### src/rtl/mux_tree_cfgchain_array.sv
// mux_tree_cfgchain_array
// An array of N_CH routing mux trees. Select bits are shifted in through a
// serial configuration chain and become live only at a valid commit. A commit
// copies the chain into a shadow register, so the outputs hold steady while
// the chain is reloading. Chains to neighbouring tiles via ccff_head/ccff_tail.
module mux_tree_cfgchain_array #(
    parameter int N_IN      = 6,
    parameter int WIDTH     = 1,
    parameter int N_CH      = 2,
    parameter int CONST_PAD = 1,
    parameter bit PAD_VAL   = 1'b1
) (
    input  logic                        prog_clk,
    input  logic                        pReset,
    input  logic [N_CH*N_IN*WIDTH-1:0]  in,
    input  logic                        cfg_en,
    input  logic                        ccff_head,
    input  logic                        cfg_commit,
    output logic                        ccff_tail,
    output logic [N_CH*WIDTH-1:0]       out,
    output logic                        cfg_done,
    output logic                        cfg_err
);

    localparam int L   = $clog2(N_IN + CONST_PAD);
    localparam int LEN = N_CH * L;
    localparam int CW  = $clog2(LEN + 2);

    localparam logic [CW-1:0] CNT_LEN  = CW'(LEN);
    localparam logic [CW-1:0] CNT_SAT  = CW'(LEN + 1);
    localparam logic [CW-1:0] CNT_LAST = CW'(LEN - 1);

    typedef enum logic [1:0] {
        ST_EMPTY,
        ST_LOADING,
        ST_LOADED,
        ST_OVER
    } state_t;

    state_t          state_q, state_d;
    logic [LEN-1:0]  chain_q, chain_d;
    logic [LEN-1:0]  shadow_q, shadow_d;
    logic [CW-1:0]   count_q, count_d;
    logic            cfg_done_q, cfg_done_d;
    logic            cfg_err_q, cfg_err_d;
    logic            commit_ok;

    // Chain shift, commit qualification, bit counter and load-state transitions
    always_comb begin
        chain_d    = chain_q;
        shadow_d   = shadow_q;
        count_d    = count_q;
        state_d    = state_q;
        cfg_done_d = cfg_done_q;
        cfg_err_d  = cfg_err_q;
        commit_ok  = cfg_commit && (state_q == ST_LOADED);

        if (cfg_en) begin
            chain_d[0] = ccff_head;
            for (int unsigned k = 1; k < LEN; k++) begin
                chain_d[k] = chain_q[k-1];
            end
        end

        // A commit judges the pre-shift chain/count; a same-cycle shift then
        // starts the next load from a count of one.
        if (cfg_commit) begin
            if (commit_ok) begin
                shadow_d   = chain_q;
                cfg_done_d = 1'b1;
            end else begin
                cfg_err_d  = 1'b1;
            end
            count_d = cfg_en ? CW'(1) : '0;
            if (!cfg_en) begin
                state_d = ST_EMPTY;
            end else if (LEN == 1) begin
                state_d = ST_LOADED;
            end else begin
                state_d = ST_LOADING;
            end
        end else if (cfg_en) begin
            if (count_q != CNT_SAT) begin
                count_d = count_q + CW'(1);
            end
            case (state_q)
                ST_EMPTY:   state_d = (LEN == 1) ? ST_LOADED : ST_LOADING;
                ST_LOADING: state_d = (count_q == CNT_LAST) ? ST_LOADED : ST_LOADING;
                ST_LOADED:  state_d = ST_OVER;
                ST_OVER:    state_d = ST_OVER;
                default:    state_d = ST_EMPTY;
            endcase
        end
    end

    // Configuration registers with synchronous reset
    always_ff @(posedge prog_clk) begin
        if (pReset) begin
            state_q    <= ST_EMPTY;
            chain_q    <= '0;
            shadow_q   <= '0;
            count_q    <= '0;
            cfg_done_q <= 1'b0;
            cfg_err_q  <= 1'b0;
        end else begin
            state_q    <= state_d;
            chain_q    <= chain_d;
            shadow_q   <= shadow_d;
            count_q    <= count_d;
            cfg_done_q <= cfg_done_d;
            cfg_err_q  <= cfg_err_d;
        end
    end

    logic [L-1:0] sel_n;
    int unsigned  idx;

    // Per-channel mux tree: inverted select picks the leaf, unused leaves drive the pad
    always_comb begin
        out   = '0;
        sel_n = '0;
        idx   = 0;
        for (int unsigned c = 0; c < N_CH; c++) begin
            sel_n = ~shadow_q[c*L +: L];
            idx   = 32'(sel_n);
            if (idx < N_IN) begin
                out[c*WIDTH +: WIDTH] = in[(c*N_IN + idx)*WIDTH +: WIDTH];
            end else begin
                out[c*WIDTH +: WIDTH] = {WIDTH{PAD_VAL}};
            end
        end
    end

    assign ccff_tail = chain_q[LEN-1];
    assign cfg_done  = cfg_done_q;
    assign cfg_err   = cfg_err_q;

endmodule

### config.mk
export PLATFORM = sky130hd
export DESIGN_NAME = mux_tree_cfgchain_array
export DESIGN_NICKNAME = d
export VERILOG_FILES = /design/src/rtl/mux_tree_cfgchain_array.sv
export SDC_FILE = /design/constraint.sdc
export NUM_CORES = 1
export LEC_CHECK = 0
export ABC_CLOCK_PERIOD_IN_PS = 3800
export CORE_UTILIZATION = 50
export DETAILED_ROUTE_END_ITERATION = 6
export GPL_TIMING_DRIVEN = 0
export PLACE_DENSITY = 0.87
export SYNTH_ARGS = -nofsm -noshare
export SYNTH_HDL_FRONTEND = slang
export SYNTH_SLANG_ARGS = --single-unit
### constraint.sdc
create_clock -name prog_clk -period 3.8 [get_ports prog_clk]
set_input_delay 0.76 -clock prog_clk [delete_from_list [all_inputs] [get_ports prog_clk]]
set_output_delay 0.76 -clock prog_clk [all_outputs]
set_load 0.05 [all_outputs]
Word level (Yosys, flattened, before mapping)
Index checks and enable logic that the tools add are counted.
Word-level totals
  logic and storage cells: 39
  bits in registers: 19
Cells by class
  eq/ne operators: 5
  multiplexer cells: 11
  order comparisons: 2
  bitwise gates (word level): 3
  add/sub/neg operators: 2
  reductions and logical operators: 8
  shift operators: 2
Operator list (count)
  $shiftx A12 B4 Y1: 1
  $shiftx A12 B5 Y1: 1
  $mux W3: 3
  $lt A3 B3 Y1 const B: 2
  $mux W2: 3
  $not A3 Y3: 2
  $pmux W2 S3: 1
  $reduce_and A2 Y1: 3
  $add A3 B3 Y4 const A: 1
  $eq A2 B2 Y1 const B: 2
  $mux W1: 4
  $reduce_bool A2 Y1: 2
  $add A3 B1 Y3 const B: 1
  $eq A3 B3 Y1 const B: 1
  $ne A3 B3 Y1 const B: 1
  $eq A2 B1 Y1 const B: 1
  $logic_not A2 Y1: 1
  $reduce_or A2 Y1: 1
  $logic_and A1 B1 Y1: 1
  $not A1 Y1: 1

Longest topological paths before layout
Gate-level depths: netlist of run 1.
  depth after elaboration: 5
  gate-level depth with buffers: 5
  gate-level depth less buffers: 5

Least setup slack after synthesis of run 1
No wires, ideal clock.
  path kind: input to output
  start point: input port in[4]
  end point: output port out[0]
  data arrival time: 1812 ps
  stages: 3
  data required time: 3040 ps
  buffers on the path: 0
  path slack: 1228 ps
  cells stage by stage: mux4_2 > nor2_1 > a31oi_1
Between the ends
  longest elaborated chain between the ends: 2
Ends and longest elaborated chain
  start: declaration: RTL line 15  | input logic [N_CH*N_IN*WIDTH-1:0] in,
  $shiftx A12 B4 Y1: RTL line 127  | out[c*WIDTH +: WIDTH] = in[(c*N_IN + idx)*WIDTH +: WIDTH];
  $mux W1: RTL line 126  | if (idx < N_IN) begin
  end: declaration: RTL line 20  | output logic [N_CH*WIDTH-1:0] out,
No other way between the ends.

Worst setup path after layout of run 1
  start point: input port in[6]
  end point: output port out[1]
Between the ends
  longest elaborated chain between the ends: 2
Ends and longest elaborated chain (RTL line)
  $shiftx A12 B5 Y1: 127
  $mux W1: 126
No other way between the ends.

==> impl_metrics.tcl, run 1 <==
set metrics [dict create \
    status "complete, no violations" \
    port-buffer-count 19 \
    ys_seq_area_share_pct 44.84 \
    period_needed_ps 3262 \
    p_leak_uw 0.0004661 \
    cts_sinks 19 \
    multi_input_area_sq_um 409.1 \
    layout_common_cells "dfxtp_1 (19), clkdlybuf4s50_1 (19), nor2_1 (16), mux2i_1 (15), inv_1 (7)" \
    core.rowCount 14 \
    tns_ps 0 \
    min_path_type "reg2reg" \
    worstSetupEndpointType "output port" \
    p_per_area_mw_per_mm2 320.0 \
    cpMostUsedCell "clkdlybuf4s50_1" \
    rr_worst_depth 5 \
    antenna_found_initial 0 \
    wirelength_microns 1587 \
    p_total_uw 347.1 \
    layoutNonFillerInstCount 124 \
    overflow 0 \
    drtAntennaViolNets 0 \
    worst_hold_slack_ps 448.8 \
    ys_ff_latch 19 \
    die_y_microns 43.19 \
    die_x_microns 43.19 \
    coreArea_sq_mm 0.001541 \
    power_frac_seq_pct 59.4 \
    viasPerCell 5.274 \
    rsz0062_at_grt "false" \
    worstSetupPathType "in2out" \
    area_growth_pct 27.88 \
    netlist_top_cells_area "dfxtp_1 (45%), mux2i_1 (18%), nor2_1 (7.1%), mux4_2 (5.3%), ha_1 (4.4%)" \
    ys_warn_count 0 \
    critPathBufInv 2 \
    min_from "cfg_err" \
    ctsResizeCount 0 \
    synth_nets 105 \
    first_pass_iters 4 \
    p_int_uw 267.9 \
    tightest_slew_ps 518.2 \
    switchingPower_uw 79.24 \
    synth_top_cell_by_area "dfxtp_1" \
    htreeDepth 1 \
    synth_cells 85 \
    grt_pass1_vias 631 \
    r2r_start "count_q[0]" \
    cts_tree "built" \
    crit_chain "clkdlybuf4s50_1 > mux4_2 > nor2_1 > a31oi_1 > clkdlybuf4s50_1" \
    reg2reg_slack_ps 2330 \
    postCtsHoldBufs 0 \
    max_freq_mhz 306.6 \
    finClkSkew_ps 1.268 \
    nFillCells 122 \
    post-route-period-util_pct 85.83 \
    synth_cell_type_count 18 \
    clk_pin_slew_ps 100 \
    syn_avg_cell_area_sq_um 9.980 \
    ir_drop_uv 224.3 \
    layout-drive-gt1-share_pct 11.11 \
    cp-start-kind "input port" \
    cts_buffer_depth 2 \
    initial_core_util_pct 55.03 \
    dp_cells 120 \
    vias 654 \
    final-setup-viol-count 0 \
    min_to "cfg_err" \
    grt_max_degree 11 \
    wl_per_cell_microns 12.80 \
    cp.required_ps 3040 \
    maxCapViolCount 0 \
    cts.root.buffer_cell "clkbuf_4" \
    grt.total_usage_pct 20.30 \
    p_sw_share_pct 22.83 \
    postCtsSetupBuffers 0 \
    seq_area_sq_um 380.4 \
    cp.arrival_ps 2500 \
    cts_buffers 3 \
    fin_util_pct 70.37 \
    synth.top_cell.area_share_pct 44.84 \
    worstHoldPathCells 2 \
    drc_errors 0 \
    r2r_end "count_q[1]" \
    relSlewSlack_pct 65.35 \
    crit_family "buffers and inverters" \
    grt_pass1_wl_microns 2656 \
    comb_power_share_pct 11.7 \
    num-nets-final 129 \
    num_antenna_cells 0 \
    ios 22 \
    slowest_delay_ps 710 \
    drv_slew 0 \
    cpMaxStageDelayCell "clkdlybuf4s50_1" \
    hold_viol_final 0 \
    die_area_sq_mm 0.001865 \
    gp_congestion 0.7342 \
    insertion_delay_ps 290 \
    critPathMaxFanout 1 \
    clockPowerShare_pct 28.9 \
    first_iter_violations 9 \
    synth_area_sq_um 848.3 \
    hpwlAfterDp_microns 1199 \
]
[how the worst max path moves through the flow]
stage / slack [ps] / end / cells past startpoint / startpoint
2_1_floorplan: 1230 / out[0] / 3 / in[4]
5_1_grt: 480 / out[1] / 5 / in[6]
3_3_place_gp: 590 / out[1] / 5 / in[6]
3_5_place_dp: 520 / out[1] / 5 / in[6]
4_1_cts: 520 / out[1] / 5 / in[6]
6_report: 540 / out[1] / 5 / in[6]
[routing by layer]
| metal | vias up | track usage, % | part of all wire [%] |
|---|---|---|---|
| li1 | 342 | - | - |
| met1 | 294 | 21.45 | 44 |
| met2 | 14 | 34.03 | 49 |
| met3 | 4 | 6.809 | 4.7 |
| met4 | 0 | 12.73 | 2.2 |
| met5 | - | 0 | 0 |
[synth_stat cells (all sizes together)]
cell type	count
a2111oi	1
a211oi	1
a21oi	4
a31oi	2
and2b	1
buf	5
dfxtp	19
ha	3
inv	7
mux2i	15
mux4	2
nand2b	1
nand3b	2
nand4	1
nor2	16
nor3	3
o21ai	2
[logic make-up (layout without fill, tap and decap cells)]
| kind of cell | count (synthesis) | count (layout) | share of synthesized area [%] |
|---|---|---|---|
| AND/OR/NAND/NOR | 24 | 24 | 13.13 |
| multiplexers | 17 | 17 | 23.01 |
| flip-flops | 19 | 19 | 44.84 |
| buffers and inverters | 12 | 35 | 6.933 |
| AO/OA/AOI/OAI | 10 | 10 | 7.669 |
| adder cells (fa/ha/maj) | 3 | 3 | 4.425 |
[sequential cells by signal, indices dropped and copies added, names as in the netlist]
name / cells
cfg_err: 1
cfg_done: 1
count_q: 3
shadow_q: 6
chain_q: 6
state_q: 2
[layout make-up]
cell class	instances	area share, %
multi-input cells	54	37.72
flip-flops and latches	19	35.06
repair buffers	19	17.53
plain buffers	5	2.999
clock buffers	4	2.422
inverters	7	2.422
well taps	16	1.845
[per-stage QoR]
stage | instance area [sq um] | setup WS, ps
after floorplan | 848.3 | 1228
after global placement | 1059 | 586.7
after detailed placement | 1059 | 523.6
after CTS | 1085 | 518.2
after global routing | 1085 | 475.1
final | 1085 | 538.4
[worst register-to-register path, stage by stage (launching register included)]
cell       delay (ps)
dfxtp_1           360
ha_1              210
ha_1              180
and2b_2           260
nor2_1             60
a2111oi_2         310
[power groups by stage]
stage / logic, uW / clock network [uW] / registers (uW)
after floorplan: 18.9 / 0 / 213
after global placement: 39.4 / 0 / 210
after detailed placement: 41.2 / 0 / 211
final: 40.8 / 100 / 206
after CTS: 41.3 / 106 / 206
after global routing: 44.8 / 114 / 207
No activity file was read; power rests on OpenSTA's default activity.
==> run 2: changes to the inputs <==
- ABC_CLOCK_PERIOD_IN_PS: 3800 -> 3250
- CORE_UTILIZATION: 50 -> 46
- PLACE_DENSITY: 0.87 -> 0.81
- clock period: 3.8 -> 3.25 ns (I/O delays scaled with it)
==> run 2 against run 1 <==
Clock skew up 6.6 ps. Register-to-register slack got worse by 560 ps. Critical path type unchanged. Largest power group unchanged. Core utilization down 6.9 points.
==> impl_metrics.tcl, run 2 (synthesis results as in run 1) <==
set metrics [dict create \
    worstSetupPathType "in2out" \
    period_needed_ps 3021 \
    relSlewSlack_pct 66.26 \
    crit_chain "clkdlybuf4s50_1 > mux4_2 > nor2_1 > a31oi_1 > clkdlybuf4s50_1" \
    layout-drive-gt1-share_pct 11.11 \
    comb_power_share_pct 11.8 \
    viasPerCell 4.917 \
    min_from "cfg_err" \
    overflow 0 \
    cts_sinks 19 \
    hpwlAfterDp_microns 1105 \
    cp.arrival_ps 2370 \
    insertion_delay_ps 290 \
    switchingPower_uw 89.87 \
    cts_tree "built" \
    seq_area_sq_um 380.4 \
    hold_viol_final 0 \
    grt_pass1_vias 634 \
    port-buffer-count 19 \
    post-route-period-util_pct 92.95 \
    layout_common_cells "dfxtp_1 (19), clkdlybuf4s50_1 (19), nor2_1 (16), mux2i_1 (15), inv_1 (7)" \
    crit_family "buffers and inverters" \
    tns_ps 0 \
    postCtsHoldBufs 0 \
    clk_pin_slew_ps 100 \
    initial_core_util_pct 49.13 \
    drc_errors 0 \
    ios 22 \
    p_total_uw 403.0 \
    vias 654 \
    first_pass_iters 4 \
    grt.total_usage_pct 16.72 \
    worstSetupStartpoint "in[0]" \
    drtAntennaViolNets 0 \
    clockPowerShare_pct 28.4 \
    area_growth_pct 29.20 \
    tightest_slew_ps 504.6 \
    layoutNonFillerInstCount 133 \
    p_sw_share_pct 22.30 \
    wl_per_cell_microns 11.04 \
    cpMostUsedCell "clkdlybuf4s50_1" \
    p_leak_uw 0.0004661 \
    cts_buffers 3 \
    wirelength_microns 1468 \
    num-nets-final 129 \
    coreArea_sq_mm 0.001727 \
    grt_pass1_wl_microns 2442 \
    finClkSkew_ps 7.861 \
    die_x_microns 44.95 \
    cp.required_ps 2600 \
    cts_buffer_depth 2 \
    multi_input_area_sq_um 409.1 \
    grt_max_degree 11 \
    r2r_start "count_q[0]" \
    die_y_microns 44.95 \
    first_iter_violations 11 \
    drv_slew 0 \
    die_area_sq_mm 0.002020 \
    cp-start-kind "input port" \
    largest_registers "chain_q (6), shadow_q (6), count_q (3)" \
    core.rowCount 15 \
    critPathBufInv 2 \
    cpMaxStageDelayCell "clkdlybuf4s50_1" \
    ctsResizeCount 0 \
    slowest_delay_ps 710 \
    worstSetupEndpointType "output port" \
    ir_drop_uv 214.8 \
    htreeDepth 1 \
    nFillCells 159 \
    critPathMaxFanout 1 \
    power_frac_seq_pct 59.8 \
    dp_cells 129 \
    maxCapViolCount 0 \
    cts.root.buffer_cell "clkbuf_4" \
    min_path_type "reg2reg" \
    final-setup-viol-count 0 \
    gp_congestion 0.7624 \
    status "complete, no violations" \
    antenna_found_initial 0 \
    num_antenna_cells 0 \
    p_per_area_mw_per_mm2 367.7 \
    p_int_uw 313.2 \
    rsz0062_at_grt "false" \
    max_freq_mhz 331.0 \
    postCtsSetupBuffers 0 \
]
[run 2: final timing paths]
path                            depth (start not counted)  slack (ps)    endpoint
worst max register to register                          5        1770  count_q[1]
worst max-delay path                                    5         230      out[0]
worst min register to register                          2         450     cfg_err
worst min-delay path                                    2         450     cfg_err
[run 2: worst register-to-register path, delay by kind of cell, from the launching register on]
family          cells  cell delay, ps
flops               1             360
simple gates        2             320
compound gates      1             310
fa+ha+maj           2             400
[run 2: power by group through the flow]
stage	Sequential (uW)	Combinational, uW	Clock [uW]
2_1_floorplan	249	22.1	0
3_3_place_gp	246	46.2	0
3_5_place_dp	246	47.1	0
4_1_cts	241	47.3	120
5_1_grt	242	51.9	127
6_report	241	47.4	115
[run 2: through the flow]
stage	instance area (sq um)	setup slack [ps]	hold WS (ps)	util (%)
floorplan	848.3	898.3	458.8	-
global placement	1070	259.4	431.8	61.96
detailed placement	1070	233.0	440.0	61.96
CTS	1096	231.2	454.5	63.48
global route	1096	176.3	500.9	63.48
finish	1096	229.0	453.2	63.48
[run 2: cell type report]
type | instances | share of cell area [%]
multi-input combinational | 54 | 37.33
sequential | 19 | 34.70
timing repair buffer | 19 | 17.35
buffer | 5 | 2.968
tap | 25 | 2.854
clock buffer | 4 | 2.397
inverter | 7 | 2.397
[run 2: layer usage]
metal / share of wire [%] / track usage (%) / wire, microns
met4: 2.6 / 9.091 / 38
met2: 45 / 30.14 / 663
met5: 0 / 0 / 0
met3: 5.4 / 4.000 / 80
met1: 47 / 17.71 / 684
